===== src/rtl/pong_game_engine.sv =====
// pong_game_engine
//   Game state and pixel colour generator, sitting directly upstream of the VGA
//   timing controller. Ball, paddles, scores and the SERVE/PLAY/POINT/OVER state
//   machine advance only in a cycle with frame_tick=1. The colour of the pixel
//   (pixel_x, pixel_y) is registered, so it appears one cycle later. In a tick
//   cycle the colour is rendered from the state as it was before that tick.
// Ports
//   clk, reset                  clock; synchronous active-high reset
//   frame_tick                  one-cycle pulse per frame, during vertical blanking
//   pixel_x, pixel_y            current pixel from the timing stage
//   pixel_active                pixel lies in the visible region
//   btn_l_up/dn, btn_r_up/dn    debounced paddle buttons
//   red, green, blue            registered 4:4:4 pixel colour
//   score_l, score_r            player scores, saturating at MAX_SCORE
//   game_over                   high while the game is in OVER
module pong_game_engine #(
    parameter int WIDTH        = 640,
    parameter int HEIGHT       = 480,
    parameter int PADDLE_W     = 8,
    parameter int PADDLE_H     = 64,
    parameter int PADDLE_XL    = 16,
    parameter int PADDLE_XR    = 616,
    parameter int BALL_SIZE    = 8,
    parameter int BALL_SPEED   = 2,
    parameter int PADDLE_SPEED = 4,
    parameter int SERVE_FRAMES = 60,
    parameter int MAX_SCORE    = 9
) (
    input  logic       clk,
    input  logic       reset,
    input  logic       frame_tick,
    input  logic [9:0] pixel_x,
    input  logic [9:0] pixel_y,
    input  logic       pixel_active,
    input  logic       btn_l_up,
    input  logic       btn_l_dn,
    input  logic       btn_r_up,
    input  logic       btn_r_dn,
    output logic [3:0] red,
    output logic [3:0] green,
    output logic [3:0] blue,
    output logic [3:0] score_l,
    output logic [3:0] score_r,
    output logic       game_over
);
    typedef enum logic [1:0] {SERVE, PLAY, POINT, OVER} state_t;

    localparam logic [9:0]        BALL_X0 = 10'(WIDTH/2 - BALL_SIZE/2);
    localparam logic [9:0]        BALL_Y0 = 10'(HEIGHT/2 - BALL_SIZE/2);
    localparam logic [9:0]        PAD_Y0  = 10'((HEIGHT - PADDLE_H)/2);
    localparam logic signed [10:0] S_BSPD = 11'(BALL_SPEED);
    localparam logic signed [10:0] S_PSPD = 11'(PADDLE_SPEED);
    localparam logic signed [10:0] S_PMAX = 11'(HEIGHT - PADDLE_H);
    localparam logic signed [10:0] S_YMAX = 11'(HEIGHT - BALL_SIZE);
    localparam logic signed [10:0] S_XMAX = 11'(WIDTH - BALL_SIZE);
    localparam logic signed [10:0] S_LHIT = 11'(PADDLE_XL + PADDLE_W);
    localparam logic signed [10:0] S_PXR  = 11'(PADDLE_XR);
    localparam logic signed [10:0] S_BS   = 11'(BALL_SIZE);
    localparam logic [9:0]        RHIT_X  = 10'(PADDLE_XR - BALL_SIZE);
    localparam logic [5:0]        SERVE_LAST = 6'(SERVE_FRAMES - 1);
    localparam logic [3:0]        SCORE_MAX  = 4'(MAX_SCORE);

    state_t     state, state_n;
    logic [5:0] serve_cnt, serve_n;
    logic [9:0] ball_x, ball_y, bx_n, by_n;
    logic       dx_neg, dy_neg, dx_n, dy_n;   // 1 = moving toward smaller coordinate
    logic [9:0] pl_y, pr_y, pl_n, pr_n;
    logic [3:0] sl_n, sr_n;

    logic signed [10:0] nx, ny;
    logic               ov_l, ov_r;

    // Next paddle row: 11-bit signed so the step above the top edge goes negative
    // instead of wrapping, then clamp to the playfield.
    function automatic logic [9:0] paddle_next(input logic [9:0] y, input logic up, input logic dn);
        logic signed [10:0] p;
        p = {1'b0, y};
        if (up && !dn)      p = p - S_PSPD;
        else if (dn && !up) p = p + S_PSPD;
        if (p < 11'sd0)      p = 11'sd0;
        else if (p > S_PMAX) p = S_PMAX;
        return p[9:0];
    endfunction

    always_comb begin
        state_n = state;
        serve_n = serve_cnt;
        bx_n    = ball_x;
        by_n    = ball_y;
        dx_n    = dx_neg;
        dy_n    = dy_neg;
        pl_n    = pl_y;
        pr_n    = pr_y;
        sl_n    = score_l;
        sr_n    = score_r;

        nx = dx_neg ? $signed({1'b0, ball_x}) - S_BSPD : $signed({1'b0, ball_x}) + S_BSPD;
        ny = dy_neg ? $signed({1'b0, ball_y}) - S_BSPD : $signed({1'b0, ball_y}) + S_BSPD;
        // Overlap is judged on the pre-tick ball row and paddle rows.
        ov_l = ({1'b0, ball_y} + 11'(BALL_SIZE) > {1'b0, pl_y}) &&
               ({1'b0, ball_y} < {1'b0, pl_y} + 11'(PADDLE_H));
        ov_r = ({1'b0, ball_y} + 11'(BALL_SIZE) > {1'b0, pr_y}) &&
               ({1'b0, ball_y} < {1'b0, pr_y} + 11'(PADDLE_H));

        if (state != OVER) begin
            pl_n = paddle_next(pl_y, btn_l_up, btn_l_dn);
            pr_n = paddle_next(pr_y, btn_r_up, btn_r_dn);
        end

        case (state)
            SERVE: begin
                if (serve_cnt == SERVE_LAST) begin
                    state_n = PLAY;
                    serve_n = '0;
                end else begin
                    serve_n = serve_cnt + 6'd1;
                end
            end
            PLAY: begin
                if (ny <= 11'sd0) begin
                    by_n = '0;
                    dy_n = 1'b0;
                end else if (ny >= S_YMAX) begin
                    by_n = S_YMAX[9:0];
                    dy_n = 1'b1;
                end else begin
                    by_n = ny[9:0];
                end
                // Paddle hits take precedence over misses. On a miss the ball is
                // parked on the edge it crossed until POINT recentres it.
                if (dx_neg && nx <= S_LHIT && ov_l) begin
                    bx_n = S_LHIT[9:0];
                    dx_n = 1'b0;
                end else if (!dx_neg && nx + S_BS >= S_PXR && ov_r) begin
                    bx_n = RHIT_X;
                    dx_n = 1'b1;
                end else if (nx <= 11'sd0) begin
                    bx_n    = '0;
                    sr_n    = (score_r == SCORE_MAX) ? score_r : score_r + 4'd1;
                    state_n = POINT;
                end else if (nx >= S_XMAX) begin
                    bx_n    = S_XMAX[9:0];
                    sl_n    = (score_l == SCORE_MAX) ? score_l : score_l + 4'd1;
                    state_n = POINT;
                end else begin
                    bx_n = nx[9:0];
                end
            end
            POINT: begin
                if (score_l == SCORE_MAX || score_r == SCORE_MAX) begin
                    state_n = OVER;
                end else begin
                    // dx is untouched by a miss, so it already points at the
                    // player who conceded.
                    bx_n    = BALL_X0;
                    by_n    = BALL_Y0;
                    dy_n    = 1'b0;
                    state_n = SERVE;
                end
            end
            OVER: begin
                if (btn_l_up || btn_l_dn || btn_r_up || btn_r_dn) begin
                    sl_n    = '0;
                    sr_n    = '0;
                    bx_n    = BALL_X0;
                    by_n    = BALL_Y0;
                    dx_n    = 1'b0;
                    dy_n    = 1'b0;
                    serve_n = '0;
                    state_n = SERVE;
                end
            end
            default: state_n = SERVE;
        endcase
    end

    always_ff @(posedge clk) begin
        if (reset) begin
            state     <= SERVE;
            serve_cnt <= '0;
            ball_x    <= BALL_X0;
            ball_y    <= BALL_Y0;
            dx_neg    <= 1'b0;
            dy_neg    <= 1'b0;
            pl_y      <= PAD_Y0;
            pr_y      <= PAD_Y0;
            score_l   <= '0;
            score_r   <= '0;
        end else if (frame_tick) begin
            state     <= state_n;
            serve_cnt <= serve_n;
            ball_x    <= bx_n;
            ball_y    <= by_n;
            dx_neg    <= dx_n;
            dy_neg    <= dy_n;
            pl_y      <= pl_n;
            pr_y      <= pr_n;
            score_l   <= sl_n;
            score_r   <= sr_n;
        end
    end

    assign game_over = (state == OVER);

    // Renderer: bounds inclusive at the low edge, exclusive at the high edge.
    logic [10:0] px, py;
    logic        hit_ball, hit_pad, hit_net;

    assign px = {1'b0, pixel_x};
    assign py = {1'b0, pixel_y};

    always_comb begin
        hit_ball = px >= {1'b0, ball_x} && px < {1'b0, ball_x} + 11'(BALL_SIZE) &&
                   py >= {1'b0, ball_y} && py < {1'b0, ball_y} + 11'(BALL_SIZE);
        hit_pad  = (px >= 11'(PADDLE_XL) && px < 11'(PADDLE_XL + PADDLE_W) &&
                    py >= {1'b0, pl_y} && py < {1'b0, pl_y} + 11'(PADDLE_H)) ||
                   (px >= 11'(PADDLE_XR) && px < 11'(PADDLE_XR + PADDLE_W) &&
                    py >= {1'b0, pr_y} && py < {1'b0, pr_y} + 11'(PADDLE_H));
        // Dashed centre net: 4 px wide, 8 rows on / 8 rows off.
        hit_net  = px >= 11'(WIDTH/2 - 2) && px <= 11'(WIDTH/2 + 1) && !pixel_y[3];
    end

    always_ff @(posedge clk) begin
        if (reset || !pixel_active)   {red, green, blue} <= 12'h000;
        else if (hit_ball || hit_pad) {red, green, blue} <= 12'hFFF;
        else if (hit_net)             {red, green, blue} <= 12'h888;
        else                          {red, green, blue} <= 12'h000;
    end
endmodule


===== config.mk =====
export PLATFORM = sky130hd
export DESIGN_NAME = pong_game_engine
export DESIGN_NICKNAME = d
export VERILOG_FILES = /design/src/rtl/pong_game_engine.sv
export SDC_FILE = /design/constraint.sdc
export NUM_CORES = 1
export LEC_CHECK = 0
export CAP_MARGIN = 20
export CORE_AREA = 2 2 131 133
export CTS_CLUSTER_DIAMETER = 40
export DETAILED_ROUTE_END_ITERATION = 10
export DIE_AREA = 0 0 133 135
export MAX_ROUTING_LAYER = met4
export PLACE_DENSITY = 0.68
export SETUP_SLACK_MARGIN = 0.15
export SLEW_MARGIN = 20
export SYNTH_ARGS = -nofsm -noshare
export SYNTH_HDL_FRONTEND = slang
export SYNTH_SLANG_ARGS = --single-unit

===== constraint.sdc =====
create_clock -name clk -period 3.1 [get_ports clk]
set_input_delay 0.465 -clock clk [delete_from_list [all_inputs] [get_ports clk]]
set_output_delay 0.465 -clock clk [all_outputs]
set_load 0.03 [all_outputs]

## Word level (Yosys, flattened, before mapping)

Cells that the tools add are included.

| cells by class | value |
|---|---|
| add/sub/neg operators | 16 |
| eq/ne operators | 20 |
| $lt $le $gt $ge | 28 |
| muxes and demuxes | 57 |
| reduce and logical (&&, ||, !) cells | 47 |

Operators with widths:

| cell | number |
|---|---|
| $mux 10 | 14 |
| $mux 11 | 8 |
| $lt 10x11->1 | 6 |
| $pmux 10 s3 | 2 |
| $mux 4 | 12 |
| $ge 10x10->1 | 4 |
| $add 10x2->11 const B | 2 |
| $add 10x3->11 const B | 2 |
| $add 10x4->11 const B | 2 |
| $add 10x7->11 const B | 2 |
| $ge 11x11->1 const B | 2 |
| $gt 11x10->1 | 2 |
| $gt 11x10->1 const B | 2 |
| $le 11x1->1 const B | 2 |
| $lt 11x1->1 const B | 2 |
| $sub 10x2->11 const B | 2 |
| $sub 10x3->11 const B | 2 |
| $logic_and 1x1->1 | 21 |
| $ne 2x2->1 const B | 10 |
| $pmux 4 s2 | 2 |
| $mux 2 | 7 |
| $mux 6 | 2 |
| $pmux 6 s2 | 1 |
| $add 11x5->11 const B | 1 |
| 32 further kinds | 56 |

| word-level totals | value |
|---|---|
| logic and storage cells | 179 |
| bits in registers | 62 |
| input port bits | 28 |
| output and inout bits | 21 |

## Depth between registers and ports, before layout

| depth | value |
|---|---|
| word-level depth | 9 |
| depth in mapped cells | 13 |
| depth with buffers taken out | 13 |

## Worst setup path after synthesis

No wires, ideal clock.

| timing | value |
|---|---|
| path type | register to register |
| from | register dx_neg |
| to | register state[1] |
| stages on the path, launching flop included | 12 |
| clock period less this slack | 3,210 ps |
| setup time | 70 ps |
| data required time | 3,030 ps |
| buffers on the path | 2 |
| path slack | -110 ps |
| arrival time | 3,139 ps |
| cell sequence | dfxtp_1 ha_1 buf_2 a211o_1 a2111oi_0 a211oi_2 and2_2 a41o_1 and4_1 buf_2 or4_1 a21oi_1 |

| between the ends | value |
|---|---|
| word-level cells in the longest chain between the ends | 7 |
| elaborated cells between the ends (all ways) | 19 |
| those cells by class | add/sub (1); order compare (4); eq/ne (3); mux (5); reduce/logical (6) |

RTL lines:

| element | line | text |
|---|---|---|
| start, declared | 66 | `logic dx_neg, dy_neg, dx_n, dy_n;` |
| start signal, assigned | 194 | `dx_neg <= dx_n;` |
| $mux 11 | 97 | `nx = dx_neg ? $signed({1'b0, ball_x}) - S_BSPD : $signed({1'b0, ball_x}) + S_BSPD;` |
| $add 11x5->11 | 134 | `end else if (!dx_neg && nx + S_BS >= S_PXR && ov_r) begin` |
| $ge 11x11->1 | 134 |  |
| $logic_and 1x1->1 (2 in a row) | 134 |  |
| $ne 2x2->1 (no source line) | -- |  |
| $reduce_and 6->1 (no source line) | -- |  |
| end signal, assigned | 190 | `state <= state_n;` |
| end, declared | 63 | `state_t state, state_n;` |

Several ways; a longest one is shown, not always the timed one. The select of a mux whose other input is x is not followed.
A chain may end at the register's enable or synchronous reset.

## Worst setup path after layout

| timing | value |
|---|---|
| from | register dx_neg |
| to | register score_r[2] |

| between the ends | value |
|---|---|
| word-level cells in the longest chain between the ends | 7 |
| elaborated cells between the ends (all ways) | 14 |
| those cells by class | add/sub (1); order compare (3); eq/ne (3); mux (1); reduce/logical (6) |

RTL lines:

| element | line | text |
|---|---|---|
| $mux 11 | 97 |  |
| $add 11x5->11 | 134 |  |
| $ge 11x11->1 | 134 |  |
| $logic_and 1x1->1 (2 in a row) | 134 |  |
| $ne 2x2->1 (no source line) | -- |  |
| $reduce_and 7->1 (no source line) (*) | -- |  |
| end signal, assigned | 199 | `score_r <= sr_n;` |
| end, declared | 43 | `output logic [3:0] score_r,` |

Mark *: on every way between the ends. The rest lies on a longest branch, timed or not.

==> results by group <==
Timing
  • Fmax: 0.332 GHz
  • Post-route clock period utilization: 97.1%
  • Final Max Tran Viols: 0
  • RSZ-0062 raised after global routing: true
  • Rel. slew slack: a little under three fifths
  • Final setup violation count: 0
  • Final Skew: 3.48 ps
  • Final hold vios: 0
  • Worst Tran Pin Value: 645 ps
  • Min Clock Period, post-route: 3010 ps

Cells and area
  • # diodes: 0
  • Final Util: between 50% and 60%
  • Layout cells sized above 1: 20.3%
  • Cell area after layout: 8600 sq um
  • Area Growth Syn to Fin: 31.3%
  • Nets@finish: 1118
  • Cell Count, Final, Fillers Out: 1192

Synthesis
  • Yosys cell types: between 70 and 80
  • Synthesis-stage register bit count: 54
  • Post-synth top area share: 22.3%
  • Syn avg cell area: a little under 8 sq um
  • EDFF count, synth: 0
  • Sequential-to-total area share from yosys stat: 16.5%
  • Largest area contributor in the netlist: ha_1
  • Post-Syn Instances: 843
  • Synthesis Warnings: 0
  • Net Count, Synth: 990
  • Synth top area cells: ha_1, dfxtp_1, a21oi_1
  • Top_reg_cell synth: dfxtp_1
  • Ys async rst share: 0%
  • Post-synthesis cell area: 6550 sq um

Floorplanning
  • Core area: 16400 sq um
  • Die Area: 18000 sq um
  • Starting Density: 39.9%
  • Cell Rows: 47
  • Die H: 135 microns
  • Die width: about 130 microns
  • Num ports: 49

Clock network
  • CTS max path bufs: 2
  • Clock Sinks: 54
  • CTS tree: yes
  • Worst skew pair latency: 300 ps
  • Num CTS Buffers: 5
  • Clock root cell: clkbuf_16
  • Clock transition at the registers of the reported paths: about 80 ps
  • CTS Hold Bufs: 0
  • H-tree depth: 2

GRT
  • Vias in the first global route: 6470
  • Largest net degree at the start of global routing: 30
  • Global Route Usage Sum: 22.7%
  • Grt ovf: 0
  • First-pass GRT wire length: 32100 microns
  • Initial antenna violation count: 0

Setup path
  • CP required: 3340 ps
  • Reg-to-reg startpoint: dx_neg
  • CP Capture Type: register
  • Worst R2R End: score_r[2]
  • Crit-path cells: buf_12 -> ha_4 -> a211o_4 -> a211o_4 -> a211oi_2 -> and2_4 -> a41oi_4 -> or2_4 -> or4_1 -> a21oi_1
  • Critical Path AT: 3250 ps
  • Reg2reg setup slack: 90 ps
  • Most frequent CP cell: a211o_4
  • Crit start category: register
  • Worst-path maximum fanout: 5
  • Slowest cell on the critical path: or4_1
  • Worst stage delay on the critical path: 460 ps
  • R2R depth: 10
  • Worst setup path class: reg2reg

Pwr
  • Final total power: 1.90 mW
  • Worst IR Drop VDD: about 0.00019 V
  • Leakage: 3.61 nW
  • Power Density: 221 nW/um^2

Drt
  • Via count: 6844
  • Final ANT Viol Nets: 0
  • # DRC: 0
  • Drt first pass iters: 5
  • Starting DRC count in detailed routing: 455
  • WL per Instance: 16.7 microns
  • DR vias/cell: 5.74
  • WL final: 19900 microns

Job
  • Max_cap viols: 0

Worst hold path
  • Worst Hold End: ball_x[9]
  • Hold WC Path Type: reg2reg
  • WHS Path Cells: 2
  • Hold Crit Start: ball_x[9]

Placement
  • PortBufs: 46
  • Gp weighted congestion: 0.950
  • Dpl cells: 1172
  • Final HPWL DP: 15400 microns
  • Area post-placement: 7880 sq um

Run status
  • Outcome: finished, final reports clean
cell usage in the layout (no fill, tap or decap), types with 13 or more instances in the layout:
cell type / n
ha_1: 109
buf_4: 97
inv_1: 66
nor2_1: 59
a21oi_1: 54
nand2_1: 50
o21ai_0: 47
dfxtp_1: 47
clkdlybuf4s50_1: 46
xnor2_1: 27
nand3_1: 25
nor3_1: 24
o21a_1: 21
o211ai_1: 16
nand4_1: 13
critical path: cells and delay by family, from the launching register on:
family | cells | cell delay, ps
and+or+nand+nor | 3 | 970
DFF | 1 | 360
adders and majority gates | 1 | 210
AOI/OAI and AO/OA | 5 | 1260
buffers and inverters | 1 | 130
state kept, by name, summed over array words and instances (netlist names):
name / flops
ball_x: 9
pr_y: 8
ball_y: 9
dy_neg: 1
state: 2
pl_y: 8
score_l: 4
dx_neg: 1
blue: 2
score_r: 4
serve_cnt: 6
how the worst max path moves through the flow:
stage          startpoint         end  slack [ps]  cells after the start
2_1_floorplan   ball_x[1]    state[1]         160                     11
3_3_place_gp    ball_y[3]  score_r[2]         -30                     11
3_5_place_dp    ball_y[3]  score_r[2]         -50                     11
4_1_cts            dx_neg  score_r[2]         150                     10
5_1_grt            dx_neg    state[1]          10                     12
6_report           dx_neg  score_r[2]          90                     10
per-stage QoR:
| step | setup slack [ps] | TNS [ps] | hold slack, ps |
|---|---|---|---|
| detailed placement | -49.5 | -171 | 481 |
| CTS | 147 | 0 | 492 |
| global placement | -31.3 | -60.0 | 472 |
| finish | 91.2 | 0 | 494 |
| global route | 13.4 | 0 | 511 |
| floorplan | 161 | 0 | 454 |
per-layer routing:
metal | vias up | GRT usage [%] | routed length [microns]
met5 | - | - | 0
met1 | 3203 | 29.4 | 9180
met4 | 0 | 6.81 | 501
li1 | 3412 | - | -
met3 | 38 | 2.82 | 958
met2 | 191 | 37.2 | 9230
synth_stat cells (5+ instances only):
library cell    n
nand2_1        50
nand4_1        13
o31ai_1         7
and3_1          9
xor2_1          7
o2111ai_1       8
inv_1          67
or4_1           9
a211oi_1        7
a21o_1         11
nand3_1        29
buf_4          10
a31oi_1         8
o22ai_1         5
ha_1          117
nor2_1         62
xnor2_1        32
o21a_1         22
a21oi_1        59
a211o_1         9
nand2b_1       11
a22oi_1         6
or3_1           8
nor4_1          6
o21ai_0        53
nor3b_1         6
a2111oi_0       5
o211ai_1       16
and2_1          7
nor2b_1        11
nor3_1         26
dfxtp_1        54
clkbuf_1       14
repair_timing:
action | in CTS | in global routing
gates resized for setup | 27 | 66
setup endpoints to repair | 20 | 29
setup buffers | 7 | 5
pin swaps | 13 | 28
logic make-up (layout without fill, tap and decap cells):
group | Yosys count | count (layout) | share of synthesized area, %
buffers and inverters | 94 | 223 | 6.00
AND/OR/NAND/NOR | 269 | 269 | 21.3
adder cells (fa/ha/maj) | 119 | 119 | 23.0
flip-flops | 54 | 54 | 16.5
AO/OA/AOI/OAI | 266 | 266 | 27.7
multiplexers | 2 | 2 | 0.306
XOR/XNOR | 39 | 39 | 5.21
where the power goes:
part / switching, mW / internal [mW]
sequential: 0.0208 / 0.706
clock: 0.289 / 0.383
combinational: 0.268 / 0.234
layout make-up:
class                      count  area, sq um
tap                          220          275
sequential                    54         1100
timing repair buffer         148         1250
inverter                      67          254
multi-input combinational    695         5550
clock inverter                 3         43.8
fill                        1513         7800
clock buffer                   5          125
Note: power is estimated with default switching activity, not from simulation.
